### src/rtl/updown_count_monitor.sv
`default_nettype none
// ============================================================================
// Module   : updown_count_monitor
// Purpose  : Observes a WIDTH-bit up/down counter. Infers its direction and
//            flags legal wraps, direction reversals and illegal steps.
// Revision : 1.0 - initial release
// ============================================================================
module updown_count_monitor #(
    parameter int WIDTH = 4,
    parameter int ERRW  = 8
) (
    input  logic             clk,
    input  logic             rst,
    input  logic [WIDTH-1:0] count_in,
    input  logic             sample_en,
    output logic             dir,
    output logic             locked,
    output logic             wrap,
    output logic             dir_change,
    output logic             step_err,
    output logic [ERRW-1:0]  err_count
);

    typedef enum logic [1:0] {
        S_IDLE   = 2'd0,
        S_TRAIN  = 2'd1,
        S_LOCKED = 2'd2
    } state_t;

    localparam logic [WIDTH-1:0] c_zero  = '0;
    localparam logic [WIDTH-1:0] c_one   = {{(WIDTH-1){1'b0}}, 1'b1};
    localparam logic [WIDTH-1:0] c_max   = '1;
    localparam logic [ERRW-1:0]  c_esat  = '1;
    localparam logic [ERRW-1:0]  c_eone  = {{(ERRW-1){1'b0}}, 1'b1};

    state_t           state_q, state_d;
    logic [WIDTH-1:0] prev_q, prev_d;
    logic             dir_q, dir_d;
    logic             wrap_q, wrap_d;
    logic             dirchg_q, dirchg_d;
    logic             steperr_q, steperr_d;
    logic [ERRW-1:0]  errcnt_q, errcnt_d;

    logic [WIDTH-1:0] w_delta;
    logic             w_is_up;
    logic             w_is_down;
    logic             w_is_hold;
    logic             w_up_wrap;
    logic             w_down_wrap;

    // Modular difference: a max->0 up step and a 0->max down step both
    // land on the ordinary +1 / -1 codes, so wraps need no special case here.
    assign w_delta     = count_in - prev_q;
    assign w_is_up     = (w_delta == c_one);
    assign w_is_down   = (w_delta == c_max);
    assign w_is_hold   = (w_delta == c_zero);
    assign w_up_wrap   = (prev_q == c_max)  && (count_in == c_zero);
    assign w_down_wrap = (prev_q == c_zero) && (count_in == c_max);

    always_comb begin
        state_d   = state_q;
        prev_d    = prev_q;
        dir_d     = dir_q;
        wrap_d    = 1'b0;
        dirchg_d  = 1'b0;
        steperr_d = 1'b0;

        if (sample_en) begin
            prev_d = count_in;
            unique case (state_q)
                S_IDLE: begin
                    state_d = S_TRAIN;
                end
                S_TRAIN: begin
                    if (w_is_up) begin
                        dir_d   = 1'b0;
                        state_d = S_LOCKED;
                    end else if (w_is_down) begin
                        dir_d   = 1'b1;
                        state_d = S_LOCKED;
                    end else if (!w_is_hold) begin
                        steperr_d = 1'b1;
                    end
                end
                S_LOCKED: begin
                    if (w_is_up) begin
                        wrap_d = w_up_wrap;
                        if (dir_q) begin
                            dir_d    = 1'b0;
                            dirchg_d = 1'b1;
                        end
                    end else if (w_is_down) begin
                        wrap_d = w_down_wrap;
                        if (!dir_q) begin
                            dir_d    = 1'b1;
                            dirchg_d = 1'b1;
                        end
                    end else if (!w_is_hold) begin
                        steperr_d = 1'b1;
                        state_d   = S_TRAIN;
                    end
                end
                default: begin
                    state_d = S_IDLE;
                end
            endcase
        end
    end

    always_comb begin
        errcnt_d = errcnt_q;
        if (steperr_d && (errcnt_q != c_esat)) begin
            errcnt_d = errcnt_q + c_eone;
        end
    end

    always_ff @(posedge clk or posedge rst) begin
        if (rst) begin
            state_q   <= S_IDLE;
            prev_q    <= '0;
            dir_q     <= 1'b0;
            wrap_q    <= 1'b0;
            dirchg_q  <= 1'b0;
            steperr_q <= 1'b0;
            errcnt_q  <= '0;
        end else begin
            state_q   <= state_d;
            prev_q    <= prev_d;
            dir_q     <= dir_d;
            wrap_q    <= wrap_d;
            dirchg_q  <= dirchg_d;
            steperr_q <= steperr_d;
            errcnt_q  <= errcnt_d;
        end
    end

    assign dir        = dir_q;
    assign locked     = (state_q == S_LOCKED);
    assign wrap       = wrap_q;
    assign dir_change = dirchg_q;
    assign step_err   = steperr_q;
    assign err_count  = errcnt_q;

endmodule
`default_nettype wire

### config.mk
export PLATFORM = sky130hd
export DESIGN_NAME = updown_count_monitor
export DESIGN_NICKNAME = d
export VERILOG_FILES = /design/src/rtl/updown_count_monitor.sv
export SDC_FILE = /design/constraint.sdc
export NUM_CORES = 1
export LEC_CHECK = 0
export ABC_AREA = 1
export CAP_MARGIN = 10
export CORE_MARGIN = 8
export CORE_UTILIZATION = 50
export DETAILED_ROUTE_END_ITERATION = 7
export PLACE_DENSITY = 0.76
export SLEW_MARGIN = 5
export SYNTH_ARGS = -nofsm -noshare
export SYNTH_HDL_FRONTEND = slang
export SYNTH_SLANG_ARGS = --single-unit
### constraint.sdc
create_clock -name clk -period 2.55 [get_ports clk]
set_input_delay 0.3825 -clock clk [delete_from_list [all_inputs] [get_ports clk]]
set_output_delay 0.3825 -clock clk [all_outputs]
set_load 0.05 [all_outputs]
Word level (Yosys, flattened, before mapping)
Cells that the tools add are included.

cells by class
  reduce and logical (&&, ||, !) cells = 11
  eq/ne operators = 11
  multiplexer cells = 23
  add/subtract/negate cells = 2

operators by type and width
  cell                 count
  $mux 1               17
  $eq 4x4->1 const B   3
  $logic_not 4->1      3
  $mux 2               5
  $add 8x1->8 const B  1
  $ne 8x8->1 const B   1
  $ne 2x2->1 const B   3
  $pmux 2 s3           1
  $reduce_and 5->1     1
  $eq 4x1->1 const B   1
  $sub 4x4->4          1
  $logic_and 1x1->1    3
  $ne 3x3->1 const B   1
  $reduce_and 3->1     1
  $eq 2x1->1 const B   1
  $eq 2x2->1 const B   1
  $logic_not 2->1      1
  $reduce_bool 2->1    1
  $reduce_or 2->1      1

word-level totals
  input port bits = 7
  word-level logic and storage cells = 54
  bits in registers = 18

Longest topological paths before layout
Gate-level depths: netlist of run 1.

  depth in word-level cells = 8
  mapped depth = 14

Worst setup path before layout of run 1
OpenSTA, ideal clock, no wires.

  path kind = input-to-reg
  start point = input count_in[0]
  end point = register errcnt_q[6], in the netlist err_count[6]
  data required time = 2.476 ns
  cell stages on the path = 13
  data arrival time = 1.905 ns
  slack = 0.571 ns
  buffers on the path = 1
  setup time = 0.074 ns
  cells stage by stage = inv_1 ha_1 fa_1 inv_1 nand2_1 nor2_1 nand3_2 nand2_4 nor2_8 nand2_2 buf_6 nand2_1 o21ai_2

between the ends
  longest elaborated chain between the ends = 8
  elaborated cells on any way between the ends = 10
  classes of those cells = add/sub (1); eq/ne (2); mux (5); reduce/logical (2)

RTL lines
  what                  line    text
  from (decl)           14      input logic [WIDTH-1:0] count_in,
  $sub 4x4->4 *         53      assign w_delta = count_in - prev_q;
  $logic_not 4->1       56      assign w_is_hold = (w_delta == c_zero);
  $mux 1                81, 98
  $mux 1                92      end else if (w_is_down) begin
  $mux 1 *              86      if (w_is_up) begin
  $mux 1 *              n/a
  $mux 1 *              68      if (sample_en) begin
  net steperr_d         41      logic steperr_q, steperr_d;
  $logic_and 1x1->1 *   112     if (steperr_d && (errcnt_q != c_esat)) begin
  to (signal assigned)  133     errcnt_q <= errcnt_d;
  to (decl)             42      logic [ERRW-1:0] errcnt_q, errcnt_d;

Mark *: on every way through the listed nets, which the timed path passes. The rest lies on a longest branch.
A chain may end at the register's enable or synchronous reset.

Worst setup path after layout of run 1
  start point = register state_q[0]
  end point = output locked

between the ends
  longest elaborated chain between the ends = 1

RTL lines
  what                    line  text
  from (decl)             36    state_t state_q, state_d;
  from (signal assigned)  127   state_q <= state_d;
  $eq 2x2->1              138   assign locked = (state_q == S_LOCKED);
  to (decl)               17    output logic locked,

No other way between the ends.

==> results of run 1 <==
## cell usage after synthesis (all sizes together), types with 2 or more instances
cell   count
nor2      10
a21oi      4
inv       18
nand4      4
nand2     39
ha         9
nand3     17
xnor2      4
o21ai      8
xor2       2
dfrtp     18
## cells by family after synthesis
group | count (synthesis) | synth area share (%)
and+or+nand+nor | 73 | 31.0
AOI/OAI and AO/OA | 13 | 6.98
xor gates and xnor gates | 6 | 4.51
buffers and inverters | 21 | 7.41
DFF | 18 | 38.7
adders and majority gates | 10 | 11.4
## critical path, delay by kind of cell, from the launching register on
family / cells / cell delay [ns]
adders and majority gates: 1 / 0.22
buffers and inverters: 2 / 0.93
DFF: 1 / 0.44
## registers in the layout, indices dropped and copies added (netlist names)
name / cells
step_err: 1
state_q: 2
prev_q: 4
err_count: 8
dir: 1
dir_change: 1
wrap: 1
## final timing paths
path / to / slack, ns / cells past startpoint
min: err_count[6] / 0.48 / 2
max in group asynchronous: err_count[1] / 1.64 / 2
min in group clk: err_count[1] / 0.54 / 2
max: locked / 0.28 / 3
max reg2reg: err_count[5] / 0.47 / 11
min reg2reg: err_count[1] / 0.54 / 2
## where the power goes
group	internal, mW	switching [mW]
clock network	0.0870	0.0854
logic	0.223	0.420
registers	0.350	0.0751
## area by class of cell
type / instances / share of cell area [%]
Multi-Input combinational cell: 102 / 43.8
Clock buffer: 4 / 2.53
Timing Repair Buffer: 22 / 14.8
Inverter: 19 / 4.97
Sequential cell: 18 / 31.4
Tap cell: 28 / 2.44
## cells in the final DEF, fill, tap and decap left out, types with 2 or more instances in the layout
| cell | netlist | layout |
|---|---|---|
| sky130_fd_sc_hd__nand2_1 | 34 | 34 |
| sky130_fd_sc_hd__clkdlybuf4s50_1 | 0 | 19 |
| sky130_fd_sc_hd__dfrtp_1 | 18 | 18 |
| sky130_fd_sc_hd__inv_1 | 17 | 17 |
| sky130_fd_sc_hd__nand3_1 | 14 | 14 |
| sky130_fd_sc_hd__nor2_1 | 9 | 9 |
| sky130_fd_sc_hd__ha_1 | 9 | 9 |
| sky130_fd_sc_hd__o21ai_0 | 5 | 5 |
| sky130_fd_sc_hd__xnor2_1 | 4 | 4 |
| sky130_fd_sc_hd__nand2_2 | 4 | 4 |
| sky130_fd_sc_hd__nand4_1 | 4 | 4 |
| sky130_fd_sc_hd__nand3_2 | 3 | 3 |
| sky130_fd_sc_hd__a21oi_1 | 3 | 3 |
| sky130_fd_sc_hd__o21ai_2 | 3 | 3 |
| sky130_fd_sc_hd__clkbuf_4 | 0 | 3 |
| sky130_fd_sc_hd__buf_4 | 0 | 3 |
| sky130_fd_sc_hd__xor2_1 | 2 | 2 |
## layer usage
metal  global-route usage, %  part of all wire, %  vias to the layer above
met4                    2.18                 0.48                        0
li1                        -                    -                      505
met3                    4.36                  4.5                        2
met5                       0                    0                        -
met1                    14.2                   46                      451
met2                    21.6                   49                       13
## metrics by stage
| step | total power, mW | utilization [%] |
|---|---|---|
| after global routing | 1.34 | 64.8 |
| after global placement | 1.06 | 63.2 |
| final | 1.24 | 64.8 |
| after CTS | 1.26 | 64.8 |
| after floorplan | 0.898 | - |
| after detailed placement | 1.08 | 63.2 |
==> summary by stage, run 1 <==
Status
The flow ran to the end, and the final reports show no timing, DRC or antenna violations.

Synth
The cell area that synthesis handed to floorplanning was about 1200 um2. The leading area contributor after synthesis is sky130_fd_sc_hd__dfrtp_1. The flop and latch count out of synthesis is 18.

The most used flip-flop cell after synthesis is sky130_fd_sc_hd__dfrtp_1. The number of flops mapped to enable cells by yosys is 0. Ranked by total cell area, the synthesized netlist is headed by sky130_fd_sc_hd__dfrtp_1 (39%), sky130_fd_sc_hd__nand2_1 (11%), sky130_fd_sc_hd__ha_1 (9.7%), sky130_fd_sc_hd__nand3_1 (6.0%), sky130_fd_sc_hd__inv_1 (5.5%). The post-synthesis net count is 158.

The async set-reset flop share out of synthesis is between 90% and 100%. The top cell type by area accounts for between 30 and 40% of the synthesized area. Synthesis produced between 100 and 150 cells. The Yosys step of the flow raised 0 warnings.

The post-synthesis area per instance is between 8 and 9 um2. The sequential-to-total area share from yosys stat is slightly below 40%. The synthesized netlist contains 26 unique library cells.

Floorplan
The width of the die is 64.3 um. The starting density of the core is between 50% and 60%. In this run the standard cell core region covers about 2200 um2. The die height is roughly 64 um. The total I/O pin count is 20. The number of cell rows is 17.

The die footprint is around 4100 um2.

Clock network
In this run the post-CTS setup repair buffer count came out at 0. The TritonCTS sink count is 18. The hold-fix buffer count after cts is 0. Post-CTS repair changed the size of 0 cells. CTS placed an instance of sky130_fd_sc_hd__clkbuf_4 at the clock tree root. Clock tree synthesis inserted a total of 3 buffers. The total number of H-tree levels is 1. The source-to-sink clock delay at the later pin of the worst-skew pair is between 0.2 and 0.3 ns. The buffer depth of the longest clock path is 2. TritonCTS built the clock tree. After clock tree synthesis, the clock-pin slew on the worst setup and hold paths is 0.10 ns.

Timing
The number of pins exceeding their max-slew limit in the final report is 0. The clock tree skew after final layout is approximately 0.0068 ns. The total setup violations reported at the end of the flow is 0. The remaining max-slew budget at the tightest pin is roughly 55%. Setup repair after global routing left no endpoint under its margin. Summed over all failing endpoints, the final setup total negative slack is 0 ns.

The final worst-path setup slack is 0.283 ns. The hold violation count in the final report is 0. Timing would allow up to 441 MHz. Hold timing on the final database bottoms out at a slack of approximately 0.48 ns. Subtracting the final worst setup slack from the clock period gives between 2 and 2.5 ns. The slew of the pin with the lowest slew margin is a little under 0.7 ns. Dividing the final minimum period by the clock period gives 88.9%.

Finish
The flip-flop and latch area is ~450 um2. The area growth from synthesis to layout is 23.1%. Cells with a size suffix above 1 make up between 10% and 20% of the layout.

After the last flow step, the layout net total stands at ~180. Counting the fill cells in the layout gives 200. After routing the design area is roughly 1400 um2. In the final layout, the multi-input gates occupy about 630 um2.

0 antenna diodes ended up in the layout. The number of non-filler instances in the completed layout is roughly 190.

Setup path
The launch point of the critical path is state_q[0]. The critical path is of the reg2out type. For the worst setup path, the data required time is 2.17 ns. The category of the worst setup path launch point is a register. Walking the worst path, the cells encountered are inv_1 -> ha_1 -> clkdlybuf4s50_1. Along the worst path, the maximum fanout reaches 5. The worst register-to-register path begins at prev_q[0]. The largest stage delay on the critical path is 0.83 ns. The largest individual stage delay along the critical path comes from the cell sky130_fd_sc_hd__clkdlybuf4s50_1. The data arrival time of the critical path is 1.88 ns. The worst setup path is captured at an output port.

Placement
The congestion estimate from routability-driven global placement came to 0.866. The count of buffers added on input and output ports is 19. The HPWL reported at the end of detailed placement is between 1.5 and 2 mm. Summing all placed instances gives a cell area of approximately 1400 um2. The total instance count after detailed placement is ~190. The pre-CTS setup slack is ~0.0051 ns.

Global route
The first-pass GRT wire length is 4.31 mm. The number of global-route vias before repair is between 900 and 1000. The global-route usage over all layers is 12.3%.

The initial antenna violation count is 0. The total global routing overflow is 0. The maximum number of pins on one net before global-route repair is 19.

Detailed routing
The ratio of routed vias to standard cells is 5.03. In the final routed layout, each cell accounts on average for roughly 12 um. In this run, the number of DRC markers left after iteration 0 of detailed routing was 23. The remaining antenna violation count is 0.

The detailed-route DRC error count is 0. The final routed wirelength across all metal layers is between 2 and 2.5 mm. Across all layers, the routed design uses 971 vias.

The first detailed-routing pass ran for 4 iterations.

Worst hold path
The path class of the tightest hold or removal check is in2async.

Pwr
IR analysis of the VDD net gives a maximum drop of approximately 840 uV. In this run the power density over the cells is between 800 and 900 nW/um2. The leakage power is ~0.71 nW.

Job
The number of maximum-capacitance violations is 0.
Power figures use the tool's default switching activity.
==> run 2, diff against run 1 <==
MAX_ROUTING_LAYER = met4   (was not set)
TNS_END_PERCENT = 100   (was not set)
==> run 2 against run 1 <==
  * Total power hardly changed
  * Cell area stayed put
  * Global-route usage is 0.36 points higher
  * Setup slack hardly changed
  * Die area stayed put
  * First-iteration DRC count is 30% higher
  * Via count is 0.10% higher
  * Critical path type unchanged
  * Highest routed layer unchanged
==> summary by stage, run 2 (synthesized netlist as in run 1, its figures left out) <==
Setup path
The worst setup path is launched from a register. The worst reg-to-reg path cell count is 11. The endpoint of the lowest-slack register-to-register path is err_count[5]. The source of the worst register-to-register timing path is prev_q[0]. The worst setup path category is reg2out. The critical-path maximum fanout is 5. The launch point of the critical path is state_q[0]. The data arrival time of the critical path is roughly 1.9 ns. STA puts the critical path data required time at 2.17 ns. In this run the worst setup path terminates at locked. The worst register-to-register path has a setup slack of between 0.4 and 0.5 ns. The type of element capturing the critical path is an output port.

Clock network
The hold-fix buffer count after cts is 0. The number of buffers inserted during clock tree synthesis is 3. In this run the deepest clock path goes through 2 buffers.

CTS built an H-tree with a depth of 1. The TritonCTS sink count is 18. The number of gates resized after CTS was 0. CTS placed an instance of sky130_fd_sc_hd__clkbuf_4 at the clock tree root. The count of buffers added by post-CTS timing repair for setup is 0.

The CTS tree is yes. The source-to-sink clock delay at the later pin of the worst-skew pair is a little under 0.3 ns. After clock tree synthesis, the clock-pin slew on the worst setup and hold paths is 0.10 ns.

Floorplan
The floorplan step set the die height to around 64 um. The starting density of the core is 52.7%. The total I/O pin count is 20. The total area inside the core boundary comes to between 2000 and 2500 um2. The width of the die is approximately 64 um. The number of cell rows is 17. The floorplan step defined a die boundary enclosing roughly 4100 um2.

Finish
The antenna cell count is 0. The most common library cell in the layout ignoring fill and taps is sky130_fd_sc_hd__nand2_1. The post-route netlist has around 13% of its cells at a drive strength greater than 1.

The net count of the finished layout is ~180. The flip-flop count of the largest register, all copies and words added is 8. In the layout the commonest cells are sky130_fd_sc_hd__nand2_1 (34), sky130_fd_sc_hd__clkdlybuf4s50_1 (19), sky130_fd_sc_hd__dfrtp_1 (18). The relative area change from synthesis to final layout is 23.1%.

Detailed routing
The routed length per instance is between 10 and 15 um. Dividing the detail-routed via count by the number of cells gives between 5 and 6. In this run the remaining antenna-violating nets after routing total 0. The routed layout has 972 vias. The detailed-routed wire length on met3 is approximately 110 um. In the detailed route, the total length drawn on met2 is roughly 1.1 mm. After detailed routing, the wire length on met1 is approximately 1.1 mm. The number of DRC markers in iteration 0 is 30. The final routed wirelength across all metal layers is 2.31 mm. The highest metal layer with signal wires is met4. In the routed design, unresolved DRC markers number 0.

The number of iterations in the first detailed-routing pass is 4.

Placement
The quantity of I/O buffers inserted on ports is 19. Detailed placement ended at an HPWL of 1.91 mm. The placer's final routability congestion estimate is approximately 0.88.

The pre-CTS setup slack is a little over 0.005 ns.

Pwr
Sequential cells burn around 34% of the power. In this run switching power makes up between 40% and 50% of total power. Cell internal power was estimated by the tool at 660 uW. Across the VDD grid, the largest voltage drop is 837 uV. The analysis attributes to cell leakage a power of just over 0.7 nW.

The analysis attributes to net switching a power of 580 uW. The total power divided by cell area is 865 nW/um2. The combinational share of power is 51.8%. Per report_power, the clock group accounts for between 10 and 15% of the total.

Timing
The remaining max-slew budget at the tightest pin is ~55%. At the pin with the least slew margin, the transition time is about 0.68 ns. Setup violations remaining at the end of the flow were counted as 0. The number of pins exceeding their max-slew limit in the final report was 0.

The hold violation count in the final report was 0. The top achievable clock speed is 441 MHz. The portion of the clock cycle consumed by the worst path in the final layout is between 80% and 90%. The clock tree skew after final layout is between 0.006 and 0.007 ns. For the finished layout, the period the worst path requires is roughly 2.3 ns.

Summed over all failing endpoints, the final setup total negative slack is 0 ns. The final worst-path setup slack is 0.283 ns. Setup repair after global routing left no endpoint under its margin.

Job
Max-cap violations in this run came to 0.

Global route
Global routing used between 10% and 20% of the available tracks. The number of global-route vias before repair came to between 900 and 1000. Entering global routing, the biggest net connects 19 pins. The initial antenna violation count is 0. The first global-routing pass estimated between 4 and 5 mm of wire. After global routing the overflow that remains totals 0.

Status
The flow ran to the end, and the final reports show no timing, DRC or antenna violations.

Worst hold path
The min-delay analysis places its worst path in the category in2async.
-- run 2: worst min-delay path by stage --
stage                       from           end  cells after the start
floorplan                    rst           dir                      1
global placement      state_q[1]    state_q[1]                      2
detailed placement  err_count[1]  err_count[1]                      2
CTS                          rst          wrap                      2
global route                 rst  err_count[6]                      2
finish                       rst  err_count[6]                      2
-- run 2: metrics by stage --
stage	instances	cell area (um2)	utilization, %	hold WS [ns]	power (mW)
6_report	193	1430	64.8	0.477	1.24
5_1_grt	193	1430	64.8	0.535	1.34
4_1_cts	193	1430	64.8	0.510	1.26
3_5_place_dp	189	1400	63.2	0.519	1.08
3_3_place_gp	189	1400	63.2	0.521	1.06
2_1_floorplan	141	1160	-	0.321	0.898
-- run 2: final cells by class --
class	instances	area [um2]
sequential	18	450
tap	28	35.0
inverter	19	71.3
timing repair buffer	22	213
clock buffer	4	36.3
multi-input combinational	102	628
fill	200	778
-- run 2: metal layers --
| layer | global-route usage [%] | vias to the layer above |
|---|---|---|
| met3 | 4.36 | 2 |
| met2 | 21.6 | 12 |
| met4 | 2.18 | 0 |
| met1 | 14.2 | 453 |
| met5 | - | - |
| li1 | - | 505 |
-- run 2: critical path, cell delays in order, from the launching register on --
cell	delay, ns
sky130_fd_sc_hd__dfrtp_1	0.44
sky130_fd_sc_hd__inv_1	0.10
sky130_fd_sc_hd__ha_1	0.22
sky130_fd_sc_hd__clkdlybuf4s50_1	0.83
-- run 2: power groups by stage --
stage | combinational, mW | sequential (mW) | clock, mW
6_report | 0.642 | 0.425 | 0.172
5_1_grt | 0.711 | 0.438 | 0.190
4_1_cts | 0.653 | 0.424 | 0.179
3_5_place_dp | 0.652 | 0.429 | 0
3_3_place_gp | 0.630 | 0.427 | 0
2_1_floorplan | 0.328 | 0.570 | 0
==> run 3, diff against run 2 <==
CORE_MARGIN = not set   (was 8)
TNS_END_PERCENT = not set   (was 100)
==> run 3 against run 2 <==
  * Via count is 0.31% lower
  * Clock-buffer cell count stayed put
  * Register-to-register slack hardly changed
  * Sequential cell count stayed put
  * Cell count is 0.52% lower
  * Sequential power hardly changed
  * First-iteration DRC count is 50% lower
  * Sequential share of layout area is 0.17 points higher
  * Cell area is 0.52% lower
  * Fmax is 0.35% lower
  * Wire length is 7.2% lower
  * Clock skew is 0.0011 ns higher
==> summary by stage, run 3 (synthesized netlist as in run 1, its figures left out) <==
Detailed routing
For this run, the detailed router's first-pass iteration total came to 4. The number of DRC markers in iteration 0 is 15. Summed over all nets, wire length on met3 after detailed routing comes to ~98 um. The final routed wirelength across all metal layers is roughly 2.1 mm.

Signal routing reaches up to met4. The count of nets left with antenna violations once routing finished came out at 0. In the final routed layout, each cell accounts on average for between 10 and 15 um.

The met1 wire length is around 1.0 mm. The count of vias placed by the detailed router is ~970. The ratio of routed vias to standard cells is roughly 5.0. The detailed-route DRC error count is 0.

Summed over all nets, wire length on met2 after detailed routing comes to 996 um.

Floorplan
The number of cell rows is 17. The total I/O pin count is 20. The die covers approximately 2500 um2. For this configuration, the core starts out at a cell density of between 50% and 60%. The placeable core region is approximately 2200 um2. The die is ~50 um wide. The die is ~50 um tall.

Pwr
Sequential cells account for between 30% and 40% of the total power. The total power divided by cell area is 862 nW/um2. The reported net switching power is 571 uW. Summed over all cells, the static leakage comes to 0.705 nW.

The net switching share of the total power is 46.5%. The combinational share of power is 51.7%. The internal power is 658 uW.

The clock network is responsible for between 10% and 20% of the overall power. The peak supply drop is approximately 680 uV.

Timing
In the final timing run, aggregate negative setup slack is 0 ns. Subtracting the final worst setup slack from the clock period gives roughly 2.3 ns. For the pin with the worst max-slew slack, the measured transition is ~0.65 ns.

The top achievable clock speed is 440 MHz. On the final layout, the worst hold slack is about 0.47 ns. The total setup violations reported at the end of the flow is 0.

The hold violation count in the final report is 0. The portion of the clock cycle consumed by the worst path in the final layout is about nine tenths. The number of pins exceeding their max-slew limit in the final report is 0.

Setup repair after global routing left no endpoint under its margin. The worst path meets setup with 0.275 ns of slack. Headroom to the max-slew limit came out at approximately 57%. The clock tree skew after final layout is 0.00784 ns.

Clock network
TritonCTS built the clock tree. The number of setup buffers added after CTS is 0. After clock tree synthesis, the repair step resized 0 gates. The source-to-sink clock delay at the later pin of the worst-skew pair is just under 0.3 ns. For this design, the sink count on the clock tree is 18. The number of hold buffers added after CTS was 0. In this run the number of H-tree levels came out at 1. The number of buffers inserted during clock tree synthesis is 3. The buffer depth of the longest clock path is 2. The clock-pin slew of the registers on the worst-case setup and hold paths is approximately 0.10 ns. The buffer cell driving the clock tree root is sky130_fd_sc_hd__clkbuf_4.

Finish
The library cells used most frequently in the layout, excluding fill and tap cells, are sky130_fd_sc_hd__nand2_1 (34), sky130_fd_sc_hd__clkdlybuf4s50_1 (19), sky130_fd_sc_hd__dfrtp_1 (18). The layout has between 150 and 200 filler cells. Relative to the synthesized area, the layout overhead comes to 22.4%.

The share of final-layout standard cells stronger than drive strength 1 is roughly an eighth. The antenna cell count is 0. The flip-flop and latch area is ~450 um2. The most common library cell in the layout ignoring fill and taps is sky130_fd_sc_hd__nand2_1. The final net count is ~180. The flip-flop count of the largest register, all copies and words added is 8. Summing all multi-input logic gate instances after layout gives 628 um2.

Setup path
The data required time at the worst endpoint is between 2 and 2.5 ns. The type of element capturing the critical path is an output port. The worst setup path is of the reg2out kind.

The category of the worst setup path launch point is a register. STA puts the critical path data arrival time at 1.89 ns. The critical-path maximum fanout is 5.

Placement
Before CTS, the worst setup slack after placement is between 0.001 and 0.0015 ns. The HPWL reported at the end of detailed placement is between 1.5 and 2 mm. The quantity of I/O buffers inserted on ports is 19. The placer's final routability congestion estimate is approximately 0.88.

Global route
The global-route usage over all layers is about a fifth. The total global routing overflow is 0. Entering global routing, the biggest net connects 19 pins. The number of global-route vias before repair is slightly above 900. The initial antenna violation count was 0.

The first-pass GRT wire length is about 3.8 mm.

Worst hold path
In this run the worst hold path is classified as in2async.

Job
The number of maximum-capacitance violations is 0.

Status
The flow ran to the end, and the final reports show no timing, DRC or antenna violations.
## run 3: cell types whose count changed in the layout (fill, tap and decap cells not counted)
cell | before | now
sky130_fd_sc_hd__buf_4 | 3 | 2
## run 3: metrics by stage
stage,cells,area (um2),utilization [%],total power [mW]
floorplan,141,1160,-,0.898
global placement,188,1390,62.8,1.05
detailed placement,188,1390,62.8,1.07
CTS,192,1430,64.5,1.24
global route,192,1430,64.5,1.32
finish,192,1430,64.5,1.23
## run 3: layout make-up
class,count,area share (%)
well taps,28,2.46
multi-input cells,102,44.0
clock buffers,4,2.54
flip-flops and latches,18,31.6
inverters,19,5.00
repair buffers,21,14.4
## run 3: per-layer routing
metal  up-vias  global-route usage [%]
li1        497                       -
met1       451                    25.1
met2        19                    31.8
met3         2                    6.36
met4         0                    7.14
met5         -                       -
## run 3: path summary, 6_finish.rpt
| kind | end | start | depth (start not counted) | slack, ns |
|---|---|---|---|---|
| worst max-delay path | locked | state_q[0] | 3 | 0.27 |
| min in group clk | err_count[1] | err_count[1] | 2 | 0.55 |
| max in group asynchronous | err_count[0] | rst | 2 | 1.66 |
| worst max register to register | err_count[6] | prev_q[0] | 11 | 0.47 |
| worst min register to register | err_count[1] | err_count[1] | 2 | 0.55 |
| worst min-delay path | err_count[2] | rst | 2 | 0.47 |
## run 3: power by group through the flow
stage,clock (mW),sequential (mW),combinational [mW]
after global routing,0.189,0.434,0.694
after global placement,0,0.426,0.626
after detailed placement,0,0.429,0.639
after floorplan,0,0.570,0.328
after CTS,0.174,0.423,0.642
final,0.170,0.423,0.636
## run 3: critical path, cell delays in order, from the launching register on
cell and delay (ns):
sky130_fd_sc_hd__dfrtp_1 0.44, sky130_fd_sc_hd__inv_1 0.11, sky130_fd_sc_hd__ha_1 0.23, sky130_fd_sc_hd__clkdlybuf4s50_1 0.83
==> RTL change 1, RTL diff (flow settings as in run 2) <==
Register the output `step_err` once more; this adds one clock of latency there. The other outputs are not delayed to match.
--- a/src/rtl/updown_count_monitor.sv
+++ b/src/rtl/updown_count_monitor.sv
@@ -139,5 +139,7 @@
     assign wrap       = wrap_q;
     assign dir_change = dirchg_q;
-    assign step_err   = steperr_q;
+    always_ff @(posedge clk) begin
+        step_err <= steperr_q;
+    end
     assign err_count  = errcnt_q;
 
Function: changed (a bounded check fails within 4 cycles, from zero or initial values and one cycle with rst high).
==> RTL change 1 against run 2 <==
Critical path depth increased by 10; sequential cell count grew 1; routed wire length rose by 3.3%; global-route usage up 0.15 points; clock power down 11%; power up 0.42%; cell area about the same; combinational power up 1%; area after synthesis rose by 0.64%; via count is 2.8% higher; worst hold slack got worse by 0.12 ns; sequential share of layout area is 1.4 points higher; worst setup slack got worse by 0.054 ns.
==> RTL change 1: results (changes against run 2) <==
Status: finished clean (unchanged)
HP Class: flop to flop (was primary input to asynchronous set/reset pin)
Final wirelength: 2382 um (was 2306 um)
XOR/XNOR Fraction of Synth Area: 0.05229 (was 0.04511)
Area grow syn2layout: 22.20% (was 23.09%)
1st-iter DRT viols: 30 (unchanged)
WP data arrival: 2.55 ns (was 1.88 ns)
First-pass GRT wire length: 4202 um (was 4312 um)
Sequential fraction of the synthesis area: 0.4013 (was 0.3867)
Syn Area/Cell: 8.315 um2 (was 8.261 um2)
CP startpoint: count_in[0] (was state_q[0]$_DFFE_PP0P_)
CP max FO: 11 (was 5)
Max VDD drop: 703.1 uV (was 836.9 uV)
Top FF cell, synth: dfrtp_1 (unchanged)
Static leakage: 0.7135 nW (was 0.7096 nW)
Adder-Cell Fraction of Synth Area: 0.1131 (was 0.1139)
Vias: 999 (was 972)
DP Area: 0.001405 mm2 (was 0.001398 mm2)
Drt via density: 5.176 (was 5.036)
Routability-driven placement congestion ratio: 0.8165 (was 0.8799)
Clock Skews: 0.004052 ns (was 0.006727 ns)
Share of layout cells above drive strength 1: 0.1030 (was 0.1273)
Post-CTS Setup Bufs: 0 (unchanged)
Skew-Pair Late Insertion Delay: 0.30 ns
Post-synthesis compound-gate area fraction: 0.06510 (was 0.06982)
Unique masters post-synth: 25 (was 26)
Longest Clk Path Bufs: 2 (unchanged)
Transition time of the tightest slew-check pin: 0.6988 ns (was 0.6756 ns)
Commonest cells in the synthesized netlist: nand2_1 (36), inv_1 (19), dfrtp_1 (18) (was nand2_1 (34), dfrtp_1 (18), inv_1 (17))
Largest cells by area after synthesis: dfrtp_1 (38%), nand2_1 (12%), ha_1 (9.6%) (was dfrtp_1 (39%), nand2_1 (11%), ha_1 (9.7%))
Ys async rst share: 0.9474 (was 1.000)
Post-DP HPWL: 1930 um (was 1912 um)
## RTL change 1: critical path: stages
cell and delay [ns]:
clkdlybuf4s50_1 0.48, inv_1 0.06, ha_1 0.22, fa_1 0.44, inv_1 0.09, nand2_1 0.06, nor2_1 0.14, nand3_2 0.14
nand2_4 0.13, nor2_8 0.04, nand2_2 0.20, nand2_1 0.11, o21ai_2 0.07
## RTL change 1: metrics by stage
| step | setup WS, ns | power [mW] |
|---|---|---|
| 6_report | 0.2286 | 1.245 |
| 4_1_cts | 0.2426 | 1.265 |
| 3_3_place_gp | 0.02118 | 1.082 |
| 3_5_place_dp | -0.09720 | 1.107 |
| 2_1_floorplan | 0.5824 | 0.9200 |
| 5_1_grt | 0.06875 | 1.335 |
## RTL change 1: layout make-up
class                           count  area, um2
Timing Repair Buffer               22      212.7
Inverter                           20      75.07
Clock inverter                      1      5.005
Fill cell                         197      779.5
Tap cell                           28      35.03
Multi-Input combinational cell    100      611.8
Clock buffer                        3      22.52
Sequential cell                    19      470.5
## RTL change 1: report_power, final
group | total (mW) | switching, mW | internal, mW
Sequential | 0.443 | 0.0703 | 0.373
Combinational | 0.649 | 0.420 | 0.229
Clock | 0.153 | 0.0944 | 0.0585
Total | 1.25 | 0.585 | 0.661
## RTL change 1: path summary, 6_finish.rpt
kind	end	slack, ns
min in group asynchronous	prev_q[1]$_DFFE_PP0P_	0.48
hold reg to reg	step_err$_DFF_P_	0.36
hold / removal	step_err$_DFF_P_	0.36
setup / recovery	err_count[6]$_DFFE_PP0P_	0.23
max in group asynchronous	err_count[2]$_DFFE_PP0P_	1.63
setup reg to reg	err_count[6]$_DFFE_PP0P_	0.41
## RTL change 1: logic make-up after synthesis
| group | count (synthesis) |
|---|---|
| AO/OA/AOI/OAI | 12 |
| XOR/XNOR | 7 |
| adder cells (fa/ha/maj) | 10 |
| buffers and inverters | 22 |
| flip-flops | 19 |
| AND/OR/NAND/NOR | 71 |
## RTL change 1: per-layer routing
| metal | global-route usage | vias to the layer above | wire [um] |
|---|---|---|---|
| li1 | - | 502 | - |
| met1 | 0.1398 | 481 | 1052 |
| met2 | 0.2161 | 11 | 1213 |
| met3 | 0.03265 | 5 | 76 |
| met4 | 0.05722 | 0 | 40 |
| met5 | - | - | 0 |
==> RTL change 2, RTL diff (config.mk and constraints of run 2) <==
Without the edit above. Set the parameter `ERRW` to 7 (it was 8).
--- a/src/rtl/updown_count_monitor.sv
+++ b/src/rtl/updown_count_monitor.sv
@@ -8,5 +8,5 @@
 module updown_count_monitor #(
     parameter int WIDTH = 4,
-    parameter int ERRW  = 8
+    parameter int ERRW  = 7
 ) (
     input  logic             clk,
Ports: changed (resized err_count); port bits go from 20 to 19. No check against the original RTL was run, so the function may have changed too.
==> RTL change 2 against run 2 <==
Critical path depth grew 9; register-to-register slack gained 0.05 ns; synthesized cell count shrank 9.2%; routed wire length shrank 9.9%; area after synthesis shrank 5.5%; count of clock-buffer cells in the layout shrank 1; cell area shrank 6.0%; worst setup slack gained 0.032 ns; power shrank 9.7%; combinational power shrank 8.7%; sequential power shrank 7.5%; via count shrank 8.4%; sequential cell count shrank 1; critical path type is now primary input to flop; largest power group unchanged.
==> RTL change 2: results (changes against run 2) <==
Cells after Synth: 128 (was 141)
Largest net degree at the start of global routing: 18 (was 19)
1st-iter DRT viols: 19 (was 30)
Clock network power share: 0.127 (was 0.139)
Min Hold Slack: 0.4657 ns (was 0.4765 ns)
Max FFs per register: 7 (was 8)
GR Util met1: 0.1408 (was 0.1417)
IO Port Bufs: 18 (was 19)
Sw power: 521.4 uW (was 579.9 uW)
Part of the power in registers: 0.351 (was 0.343)
WP data arrival: 2.41 ns (was 1.88 ns)
Commonest cells in the synthesized netlist: nand2_1 (31), dfrtp_1 (17), inv_1 (16) (was nand2_1 (34), dfrtp_1 (18), inv_1 (17))
Top delay family on crit path: adder cells (was buffers and inverters)
Largest cells by area after synthesis: dfrtp_1 (39%), nand2_1 (11%), ha_1 (8.0%) (was dfrtp_1 (39%), nand2_1 (11%), ha_1 (9.7%))
Pwr Density: 831.2 mW/mm2 (was 864.9 mW/mm2)
Sequential fraction of the synthesis area: 0.3864 (was 0.3867)
First-pass GRT wire length: 3719 um (was 4312 um)
Met3 usage: 0.03405 (was 0.04355)
HP Class: primary input to asynchronous set/reset pin (unchanged)
DP Area: 0.001320 mm2 (was 0.001398 mm2)
Worst R2R Setup Slack: 0.52 ns (was 0.47 ns)
CP startpoint: count_in[0] (was state_q[0]$_DFFE_PP0P_)
Non-Filler Instances: 178 (was 193)
Syn nets: 143 (was 158)
Slew HR: 0.5926 (was 0.5491)
Longest Clk Path Bufs: 2 (unchanged)
Vias in the first global route: 861 (was 996)
Met2 GRT Util: 0.1741 (was 0.2161)
Reg2reg path depth: 10 (was 11)
CP max FO: 7 (was 5)
CTS resizes: 0 (unchanged)
Ys async rst share: 1.000 (unchanged)
Part of the cycle the worst path needs: 0.8766 (was 0.8891)
Top FF cell, synth: dfrtp_1 (unchanged)
Metal2 WL: 967 um (was 1139 um)
Drt via density: 5.000 (was 5.036)
Tot GR Track Use: 0.1151 (was 0.1268)
Max VDD drop: 525.5 uV (was 836.9 uV)
Met1 WL: 981 um (was 1050 um)
Share of layout cells above drive strength 1: 0.1400 (was 0.1273)
DR top layer: met4 (unchanged)
Detailed route wirelength on metal3: 91 um (was 105 um)
CP Capture Point: err_count[2]$_DFFE_PP0P_ (was locked)
H-tree depth: 1 (unchanged)
CP max stage delay: 0.45 ns (was 0.83 ns)
Placed cell count: 174 (was 189)
Cts bufs inserted: 3 (unchanged)
Status: finished clean (unchanged)
Post-DP HPWL: 1751 um (was 1912 um)
Clock Skews: 0.004796 ns (was 0.006727 ns)
Top-count cell post-synth: nand2_1 (unchanged)
Final wirelength: 2077 um (was 2306 um)
Pre-CTS setup slack: 0.03416 ns (was 0.005114 ns)
Reg2reg start: prev_q[0]$_DFFE_PP0P_ (unchanged)
Unique masters post-synth: 27 (was 26)
Routability-driven placement congestion ratio: 0.8122 (was 0.8799)
Static leakage: 0.6515 nW (was 0.7096 nW)
Clock slew at reported path FFs: 0.10 ns (about the same)
-- RTL change 2: cell types whose count changed after synthesis, sizes merged, moves of 2 or more --
| cell | change |
|---|---|
| o21ai | -4 |
| ha | -2 |
| inv | -2 |
| nand2 | -2 |
| nand3 | -2 |
| nand4 | +2 |
| nor2 | -2 |
| o41ai | +2 |
-- RTL change 2: final cells by class --
type / count / area, um2
sequential: 17 / 425.4
timing repair buffer: 19 / 187.7
clock buffer: 3 / 22.52
inverter: 16 / 60.06
tap: 28 / 35.03
fill: 173 / 800.8
clock inverter: 1 / 5.005
multi-input combinational: 94 / 611.8
-- RTL change 2: kinds of logic after synthesis --
group | after synthesis | share of synthesized area
AND/OR/NAND/NOR | 69 | 0.3432
buffers and inverters | 17 | 0.05795
flip-flops | 17 | 0.3864
AO/OA/AOI/OAI | 11 | 0.06705
adder cells (fa/ha/maj) | 8 | 0.09772
XOR/XNOR | 6 | 0.04773
